--- config.mk ---
export PLATFORM = sky130hd
export DESIGN_NAME = mesa_nib_framer
export DESIGN_NICKNAME = d
export VERILOG_FILES = /design/src/rtl/mesa_nib_framer_pkg.sv /design/src/rtl/mesa_nib_framer_pair.sv /design/src/rtl/mesa_nib_framer.sv
export SDC_FILE = /design/constraint.sdc
export NUM_CORES = 1
export LEC_CHECK = 0
export CAP_MARGIN = 20
export CORE_UTILIZATION = 40
export DETAILED_ROUTE_END_ITERATION = 12
export GPL_TIMING_DRIVEN = 0
export MAX_ROUTING_LAYER = met4
export PLACE_DENSITY_LB_ADDON = 0.12
export SETUP_SLACK_MARGIN = 0.02
export SKIP_CTS_REPAIR_TIMING = 1
export SYNTH_ARGS = -nofsm -noshare
export SYNTH_HDL_FRONTEND = slang
export SYNTH_SLANG_ARGS = --single-unit
export TNS_END_PERCENT = 10
--- constraint.sdc ---
create_clock -name clk -period 2.8 [get_ports clk]
set_input_delay 0.42 -clock clk [delete_from_list [all_inputs] [get_ports clk]]
set_output_delay 0.42 -clock clk [all_outputs]
set_load 0.02 [all_outputs]
--- src/rtl/mesa_nib_framer_pkg.sv ---
// Shared state encoding and framing constants for the mesa nibble framer.
package mesa_nib_framer_pkg;

  typedef enum logic [1:0] {
    ST_IDLE = 2'd0,
    ST_HDR  = 2'd1,
    ST_PAY  = 2'd2
  } state_t;

  localparam logic [7:0] PREAMBLE_DEF = 8'hF0;
  localparam int         HDR_BYTES    = 3;

endpackage

--- src/rtl/mesa_nib_framer_pair.sv ---
// Pairs incoming nibbles (high first) into bytes; byte_en pulses one clock
// after the low nibble strobe.
module mesa_nib_framer_pair (
  input  logic       clk,
  input  logic       reset_n,
  input  logic       nib_en,
  input  logic [3:0] nib_d,
  input  logic       phase_clr,
  output logic       phase,
  output logic       byte_en,
  output logic [7:0] byte_d
);

  logic [3:0] hi_nib;

  // A timeout only clears the phase when no nibble arrives in the same clock.
  always_ff @(posedge clk or negedge reset_n) begin
    if (!reset_n) begin
      phase   <= 1'b0;
      hi_nib  <= 4'h0;
      byte_en <= 1'b0;
      byte_d  <= 8'h00;
    end else begin
      byte_en <= 1'b0;
      if (nib_en) begin
        if (!phase) begin
          hi_nib <= nib_d;
        end else begin
          byte_d  <= {hi_nib, nib_d};
          byte_en <= 1'b1;
        end
        phase <= ~phase;
      end else if (phase_clr) begin
        phase <= 1'b0;
      end
    end
  end

endmodule

--- src/rtl/mesa_nib_framer.sv ---
// Receive framer: hunts for the preamble, captures the 3-byte header and
// forwards payload bytes, with an inactivity timeout for resync.
module mesa_nib_framer
  import mesa_nib_framer_pkg::*;
#(
  parameter int         TO_BITS  = 24,
  parameter int         TIMEOUT  = 1000000,
  parameter logic [7:0] PREAMBLE = PREAMBLE_DEF
) (
  input  logic       clk,
  input  logic       reset_n,
  input  logic       rx_nib_en,
  input  logic [3:0] rx_nib_d,
  output logic       hdr_vld,
  output logic [7:0] hdr_slot,
  output logic [3:0] hdr_subslot,
  output logic [3:0] hdr_cmd,
  output logic [7:0] hdr_len,
  output logic       pay_en,
  output logic [7:0] pay_d,
  output logic       pkt_done,
  output logic       timeout_err
);

  localparam logic [TO_BITS-1:0] TO_LAST = (TIMEOUT == 0) ? '0 : TO_BITS'(TIMEOUT - 1);

  state_t             state, state_nxt;
  logic [1:0]         idx, idx_nxt;
  logic [7:0]         remain, remain_nxt;
  logic [7:0]         slot_sh, byte1_sh;
  logic               done_pend;
  logic [TO_BITS-1:0] to_cnt;
  logic               phase, byte_en, active, expire;
  logic [7:0]         byte_d;
  logic               hdr_cap, hdr_fire, pay_fire, done_now, done_later;

  mesa_nib_framer_pair u_pair (
    .clk       (clk),
    .reset_n   (reset_n),
    .nib_en    (rx_nib_en),
    .nib_d     (rx_nib_d),
    .phase_clr (expire),
    .phase     (phase),
    .byte_en   (byte_en),
    .byte_d    (byte_d)
  );

  // A nibble arriving on the expiry clock keeps the frame alive.
  assign active = (state != ST_IDLE) || phase;
  assign expire = (TIMEOUT != 0) && !rx_nib_en && active && (to_cnt == TO_LAST);

  always_comb begin
    state_nxt  = state;
    idx_nxt    = idx;
    remain_nxt = remain;
    hdr_cap    = 1'b0;
    hdr_fire   = 1'b0;
    pay_fire   = 1'b0;
    done_now   = 1'b0;
    done_later = 1'b0;
    if (expire) begin
      state_nxt = ST_IDLE;
      idx_nxt   = 2'd0;
    end else if (byte_en) begin
      case (state)
        ST_IDLE: begin
          if (byte_d == PREAMBLE) begin
            state_nxt = ST_HDR;
            idx_nxt   = 2'd0;
          end
        end
        ST_HDR: begin
          hdr_cap = 1'b1;
          idx_nxt = idx + 2'd1;
          if (idx == 2'(HDR_BYTES - 1)) begin
            hdr_fire = 1'b1;
            idx_nxt  = 2'd0;
            if (byte_d == 8'd0) begin
              done_now  = 1'b1;
              state_nxt = ST_IDLE;
            end else begin
              remain_nxt = byte_d;
              state_nxt  = ST_PAY;
            end
          end
        end
        ST_PAY: begin
          pay_fire   = 1'b1;
          remain_nxt = remain - 8'd1;
          if (remain == 8'd1) begin
            done_later = 1'b1;
            state_nxt  = ST_IDLE;
          end
        end
        default: state_nxt = ST_IDLE;
      endcase
    end
  end

  always_ff @(posedge clk or negedge reset_n) begin
    if (!reset_n) begin
      state       <= ST_IDLE;
      idx         <= 2'd0;
      remain      <= 8'd0;
      slot_sh     <= 8'd0;
      byte1_sh    <= 8'd0;
      done_pend   <= 1'b0;
      to_cnt      <= '0;
      hdr_vld     <= 1'b0;
      hdr_slot    <= 8'd0;
      hdr_subslot <= 4'd0;
      hdr_cmd     <= 4'd0;
      hdr_len     <= 8'd0;
      pay_en      <= 1'b0;
      pay_d       <= 8'd0;
      pkt_done    <= 1'b0;
      timeout_err <= 1'b0;
    end else begin
      state       <= state_nxt;
      idx         <= idx_nxt;
      remain      <= remain_nxt;
      done_pend   <= done_later;
      hdr_vld     <= hdr_fire;
      pay_en      <= pay_fire;
      pkt_done    <= done_now | done_pend;
      timeout_err <= expire;
      if (hdr_cap && idx == 2'd0) slot_sh  <= byte_d;
      if (hdr_cap && idx == 2'd1) byte1_sh <= byte_d;
      if (hdr_fire) begin
        hdr_slot    <= slot_sh;
        hdr_subslot <= byte1_sh[7:4];
        hdr_cmd     <= byte1_sh[3:0];
        hdr_len     <= byte_d;
      end
      if (pay_fire) pay_d <= byte_d;
      if (rx_nib_en || expire) begin
        to_cnt <= '0;
      end else if (active && to_cnt != {TO_BITS{1'b1}}) begin
        to_cnt <= to_cnt + 1'b1;
      end
    end
  end

endmodule

==> flow_metrics.py, run 1 <==
metrics = {
    "finish": {
        "layout-drive-gt1-share": 0.210,
        "antenna_cells": 0,
        "seq_area_um2": 2580,
        "fillCellCount": 1045,
        "fin_nets": 469,
        "multiInputGateArea_um2": 2060,
        "area_delta_synth_final_pct": 19.9,
        "utilization": 0.497,
    },
    "floorplanning": {
        "initial_utilization": 0.415,
        "core_area_um2": 11500,
        "rows": 39,
        "dieHeight_um": 111,
        "dieArea_um2": 12400,
        "dieWidth_um": 111,
        "io_pins": 43,
    },
    "clock_tree": {
        "cts_htree_levels": 3,
        "clkLatencyLatePin_ns": 0.35,
        "cts_num_sinks": 103,
        "cts_root_buf": "clkbuf_16",
        "cts_buffers": 9,
        "clkSlewWorstSetupHoldPaths_ns": 0.07,
        "cts_tree": "built",
        "cts_max_path_buffers": 2,
    },
    "power_and_ir_drop": {
        "clkPwrFrac": 0.268,
        "vdd_drop_max_mv": 0.296,
        "p_per_area_nw_per_um2": 853,
        "p_total_mw": 4.88,
        "p_leak_nw": 2.50,
        "power_switching_mw": 1.57,
        "intPower_mw": 3.31,
        "swShare": 0.322,
        "power_frac_seq": 0.446,
        "combPwrFrac": 0.286,
    },
    "global_route": {
        "grt.overflow.total": 0,
        "grt_pass1_vias": 3320,
        "grt_max_degree": 61,
        "antenna_found_initial": 0,
        "grt_pass1_wl_um": 16900,
        "grt_usage": 0.179,
    },
    "timing": {
        "rsz0062_at_grt": "no",
        "layout_min_cycle_time_ns": 2.54,
        "setup_viol": 0,
        "period_share": 0.907,
        "slew_viol_final": 0,
        "skew_ns": 0.00793,
        "tightest_slew_ns": 0.599,
        "whs_ns": 0.0767,
        "hold_violations": 0,
        "max_freq_mhz": 394,
        "slew_headroom": 0.601,
    },
    "hold_path": {
        "hp-class": "in2async",
    },
    "worst_setup_path": {
        "r2r_start": "to_cnt[21]$_DFFE_PN0P_",
        "worstPathMaxFanout": 10,
        "crit_type": "reg2reg",
        "worstSetupStartpoint": "to_cnt[21]$_DFFE_PN0P_",
        "cp-start-kind": "flop",
        "rrSetupSlack_ns": 0.26,
        "r2r_end": "pay_d[0]$_DFFE_PN0P_",
        "crit_arrival_ns": 2.78,
        "cp.required_ns": 3.04,
        "r2r_cells": 6,
        "end_kind": "flop",
    },
    "yosys": {
        "synth_area_per_cell_um2": 11.9,
        "syn_nets": 414,
        "yosysTopAreaCellShare": 0.540,
        "synth_most_common_cell": "dfrtp_1",
        "synth_edf_count": 0,
        "ys_top_cells_by_area": "dfrtp_1 54%, mux2_2 10%, mux2_4 5.7%, xnor2_1 2.8%, nor2_1 2.7%",
        "yosys.cell_types.count": 46,
        "synth_common_cells": "103 x dfrtp_1, 43 x mux2_2, 34 x nor2_1",
        "synth_cells": 401,
        "ys_ff_latch": 103,
        "ys_seq_area_frac": 0.540,
        "ys_warn_count": 0,
        "synth_top_area_cell": "dfrtp_1",
        "netlist_area_um2": 4780,
        "synthArstFlopShare": 1.00,
        "synth_flop_cell": "dfrtp_1",
    },
    "routing": {
        "routed_wl_um": 9730,
        "drc": 15,
        "drtPass1Iterations": 11,
        "vias": 3226,
        "final_antenna_net_count": 0,
        "vias_per_cell": 5.34,
        "drt_iter0_markers": 172,
        "wl_per_cell_um": 16.1,
    },
    "placement": {
        "hpwl_um": 6730,
        "io_buffers": 42,
        "gp_congestion": 0.843,
    },
    "status": {
        "failed_checks": "design-rule violations",
        "status": "finished, violations left",
    },
    "run": {
        "cap_violations": 0,
    },
}
-- critical path, stage by stage, from the launching register on --
cell and delay [ns]:
dfrtp_1 0.44, or4b_4 0.57, nor4_4 0.33, a31oi_1 0.20, clkbuf_2 0.27, nand2_2 0.25, mux2_2 0.37
-- flip-flops by register name, indices dropped and copies added, names as in the netlist, 4 cells and up --
name,count
hdr_slot,8
byte1_sh,8
pay_d,8
remain,8
u_pair.hi_nib,4
hdr_subslot,4
u_pair.byte_d,8
hdr_len,8
to_cnt,24
hdr_cmd,4
slot_sh,8
-- worst max path at each step --
stage | cells after the start | endpoint | slack, ns
2_1_floorplan | 6 | pay_d[0]$_DFFE_PN0P_ | 0.51
3_3_place_gp | 1 | to_cnt[13]$_DFFE_PN0P_ | -2.60
3_5_place_dp | 7 | pay_d[0]$_DFFE_PN0P_ | -0.008
4_1_cts | 9 | slot_sh[3]$_DFFE_PN0P_ | 0.07
5_1_grt | 8 | to_cnt[8]$_DFFE_PN0P_ | 0.07
6_report | 6 | pay_d[0]$_DFFE_PN0P_ | 0.26
-- cell usage in the layout, fill, tap and decap left out, types with 7 or more instances in the layout --
cell type,netlist,layout
dfrtp_1,103,103
mux2_2,43,43
clkdlybuf4s50_1,0,41
nor2_1,34,34
mux2_4,18,18
nand2_1,17,17
a21oi_1,15,15
xnor2_1,15,15
inv_1,14,14
nand3_1,11,11
nand4_1,11,11
clkbuf_1,12,10
and3_1,9,9
clkbuf_16,0,9
nand2b_1,7,7
nor4_1,7,7
mux2i_1,7,7
a211oi_1,7,7
-- cell type report --
type	instances	share of cell area
Sequential cell	103	0.450
Multi-Input combinational cell	268	0.360
Timing Repair Buffer	44	0.0787
Clock buffer	11	0.0441
Tap cell	143	0.0313
Buffer	16	0.0151
Clock inverter	5	0.0111
Inverter	14	0.00918
-- power groups by stage --
stage | clock, mW | sequential, mW | combinational [mW]
2_1_floorplan | 0 | 2.25 | 0.812
3_3_place_gp | 0 | 2.20 | 1.37
3_5_place_dp | 0 | 2.21 | 1.41
4_1_cts | 1.36 | 2.19 | 1.41
5_1_grt | 1.41 | 2.23 | 1.53
6_report | 1.31 | 2.18 | 1.40
-- per-stage QoR --
stage,setup TNS (ns),setup WS (ns),cell area (um^2),instances
CTS,0,0.0657,5720,603
detailed placement,-0.0134,-0.00825,5400,587
floorplan,0,0.515,4780,401
global route,0,0.0713,5730,604
finish,0,0.259,5730,604
global placement,-267.17,-2.60,5380,586
-- logic make-up after synthesis --
| group | Yosys count | synth area share |
|---|---|---|
| mux | 68 | 0.173 |
| simple gates | 124 | 0.139 |
| flops | 103 | 0.540 |
| compound gates | 53 | 0.0731 |
| fa+ha+maj | 6 | 0.0157 |
| buf+inv | 30 | 0.0285 |
| xor+xnor | 17 | 0.0312 |
-- metal layers --
layer  part of all wire  GRT usage  vias up
met3              0.041     0.0492        9
li1                   -          -     1546
met5                  0          -        -
met2               0.48      0.287       51
met4             0.0098     0.0495        0
met1               0.47      0.224     1620
Note: power is estimated with default switching activity, not from simulation.
==> run 2, diff against run 1 <==
- CORE_UTILIZATION: 40 -> 57
- DONT_BUFFER_PORTS: not set -> 1
==> run 2 against run 1 <==
  * The flow finishes with violations (negative hold slack)
  * Wire length down 3.9%
  * Sequential share of layout area up 5.6 points
  * Non-clock buffer count shrank 44
  * Worst hold slack got worse by 0.33 ns
  * Critical path type unchanged
  * Largest cell class unchanged
==> flow_metrics.py, run 2 (synthesized netlist as in run 1, its figures left out) <==
metrics = {
    "routing": {
        "final_antenna_net_count": 0,
        "drc": 0,
        "vias_per_cell": 5.90,
        "vias": 3080,
        "routed_wl_um": 9350,
        "wl_per_cell_um": 17.9,
        "drt_iter0_markers": 127,
        "drtPass1Iterations": 4,
    },
    "timing": {
        "tightest_slew_ns": 0.996,
        "layout_min_cycle_time_ns": 2.68,
        "skew_ns": 0.00978,
        "tns_ns": 0,
        "hold_violations": 103,
        "whs_ns": -0.256,
        "period_share": 0.959,
        "slew_viol_final": 0,
        "setup_viol": 0,
        "max_freq_mhz": 373,
        "slew_headroom": 0.330,
        "rsz0062_at_grt": "yes",
    },
    "finish": {
        "largest_reg_flops": 24,
        "layout-drive-gt1-share": 0.223,
        "final_cells": 522,
        "antenna_cells": 0,
        "regMostFlops": "to_cnt",
        "area_delta_synth_final_pct": 6.65,
        "mostFrequentLayoutCells": "103 x dfrtp_1, 43 x mux2_2, 34 x nor2_1",
        "fillCellCount": 669,
        "multiInputGateArea_um2": 2060,
        "final_cell_area_um2": 5090,
        "fin_nets": 425,
        "seq_area_um2": 2580,
        "final_common_cell": "dfrtp_1",
    },
    "floorplanning": {
        "core_area_um2": 8180,
        "io_pins": 43,
        "rows": 33,
        "dieWidth_um": 93.5,
        "dieArea_um2": 8750,
        "initial_utilization": 0.584,
        "dieHeight_um": 93.5,
    },
    "worst_setup_path": {
        "r2r_cells": 9,
        "cp_slowest_stage_delay_ns": 0.44,
        "crit_arrival_ns": 2.94,
        "cp.required_ns": 3.05,
        "r2r_start": "state[0]$_DFFE_PN0P_",
        "cp_num_buf_inv": 3,
        "r2r_end": "byte1_sh[2]$_DFFE_PN0P_",
        "path_cells": "inv_1 -> ha_1 -> nand2b_1 -> buf_2 -> and3_1 -> a31oi_1 -> and2_1 -> clkbuf_1 -> mux2_2",
        "end_kind": "flop",
        "worstPathMaxFanout": 10,
        "cp_top_family": "buffers and inverters",
        "rrSetupSlack_ns": 0.12,
        "cpMaxStageDelayCell": "clkbuf_1",
        "cp-start-kind": "flop",
        "crit_type": "reg2reg",
    },
    "placement": {
        "io_buffers": 0,
        "gp_congestion": 0.907,
        "dp.cells": 506,
        "placed_area_um2": 4910,
        "hpwl_um": 6520,
    },
    "global_route": {
        "grt_max_degree": 104,
        "grt.overflow.total": 0,
        "grt_pass1_vias": 3084,
        "grt_usage": 0.237,
        "grt_pass1_wl_um": 15400,
        "antenna_found_initial": 0,
    },
    "power_and_ir_drop": {
        "clkPwrFrac": 0.211,
        "p_leak_nw": 2.26,
        "p_per_area_nw_per_um2": 829,
        "swShare": 0.363,
        "p_total_mw": 4.23,
        "power_switching_mw": 1.53,
        "combPwrFrac": 0.232,
        "power_frac_seq": 0.557,
        "vdd_drop_max_mv": 0.289,
        "intPower_mw": 2.69,
    },
    "hold_path": {
        "hp-class": "in2async",
    },
    "clock_tree": {
        "cts_num_sinks": 103,
        "cts_max_path_buffers": 2,
        "cts_htree_levels": 3,
        "clkLatencyLatePin_ns": 0.36,
        "cts_buffers": 9,
        "cts_root_buf": "clkbuf_8",
        "cts_tree": "built",
        "clkSlewWorstSetupHoldPaths_ns": 0.10,
    },
    "status": {
        "status": "finished, violations left",
        "failed_checks": "negative hold slack",
    },
    "run": {
        "cap_violations": 0,
    },
}
[run 2: changes by cell type in the layout (fill, tap and decap cells not counted), sizes merged]
cell | before | now
buf | 6 | 4
bufinv | 1 | 0
clkbuf | 24 | 21
clkdlybuf4s50 | 41 | 0
clkinv | 2 | 1
clkinvlp | 0 | 1
inv | 16 | 19
[run 2: worst max-delay path by stage]
stage / startpoint / endpoint / cells past startpoint / slack [ns]
final: state[0]$_DFFE_PN0P_ / byte1_sh[2]$_DFFE_PN0P_ / 9 / 0.12
after global routing: state[1]$_DFFE_PN0P_ / byte1_sh[0]$_DFFE_PN0P_ / 9 / -0.05
after CTS: state[0]$_DFFE_PN0P_ / pay_d[2]$_DFFE_PN0P_ / 9 / 0.11
after detailed placement: state[0]$_DFFE_PN0P_ / slot_sh[2]$_DFFE_PN0P_ / 9 / 0.12
after global placement: state[0]$_DFFE_PN0P_ / byte1_sh[0]$_DFFE_PN0P_ / 9 / 0.18
after floorplan: to_cnt[21]$_DFFE_PN0P_ / pay_d[0]$_DFFE_PN0P_ / 6 / 0.51
[run 2: worst register-to-register path, delay by kind of cell (launching register included)]
kind / cells / cell delay [ns]
buffers and inverters: 3 / 0.72
multiplexers: 1 / 0.40
flip-flops: 1 / 0.40
adder cells (fa/ha/maj): 1 / 0.27
AO/OA/AOI/OAI: 1 / 0.29
AND/OR/NAND/NOR: 3 / 0.51
[run 2: per-layer routing]
metal,up-vias,share of wire,GRT usage,routed length [um]
li1,1462,-,-,-
met1,1538,0.46,0.315,4350
met2,62,0.48,0.363,4470
met3,18,0.038,0.0431,360
met4,0,0.019,0.0910,176
met5,-,0,-,0
[run 2: cell type report]
| cell class | count | area share |
|---|---|---|
| sequential | 103 | 0.506 |
| buffer | 16 | 0.0167 |
| inverter | 14 | 0.0103 |
| clock buffer | 9 | 0.0243 |
| tap | 105 | 0.0258 |
| clock inverter | 7 | 0.0120 |
| multi-input combinational | 268 | 0.405 |
[run 2: power groups by stage]
stage          logic [mW]  clock network [mW]  registers, mW
3_3_place_gp        0.930                   0           2.36
2_1_floorplan       0.812                   0           2.25
5_1_grt              1.08               0.981           2.41
3_5_place_dp        0.978                   0           2.39
4_1_cts             0.983               0.914           2.36
6_report            0.980               0.890           2.36
[run 2: per-stage QoR]
stage | setup WS, ns | hold slack [ns] | utilization
after detailed placement | 0.124 | 0.126 | 0.600
after CTS | 0.105 | -0.278 | 0.623
after global routing | -0.0489 | -0.289 | 0.623
after floorplan | 0.515 | 0.124 | -
final | 0.116 | -0.256 | 0.623
after global placement | 0.179 | 0.128 | 0.600
==> run 3, diff against run 2 <==
- ABC_CLOCK_PERIOD_IN_PS: not set -> 2800
- RECOVER_POWER: not set -> 25
==> results of run 3 <==
Same layout as run 2: the final DEF is identical, and so are final timing and power.
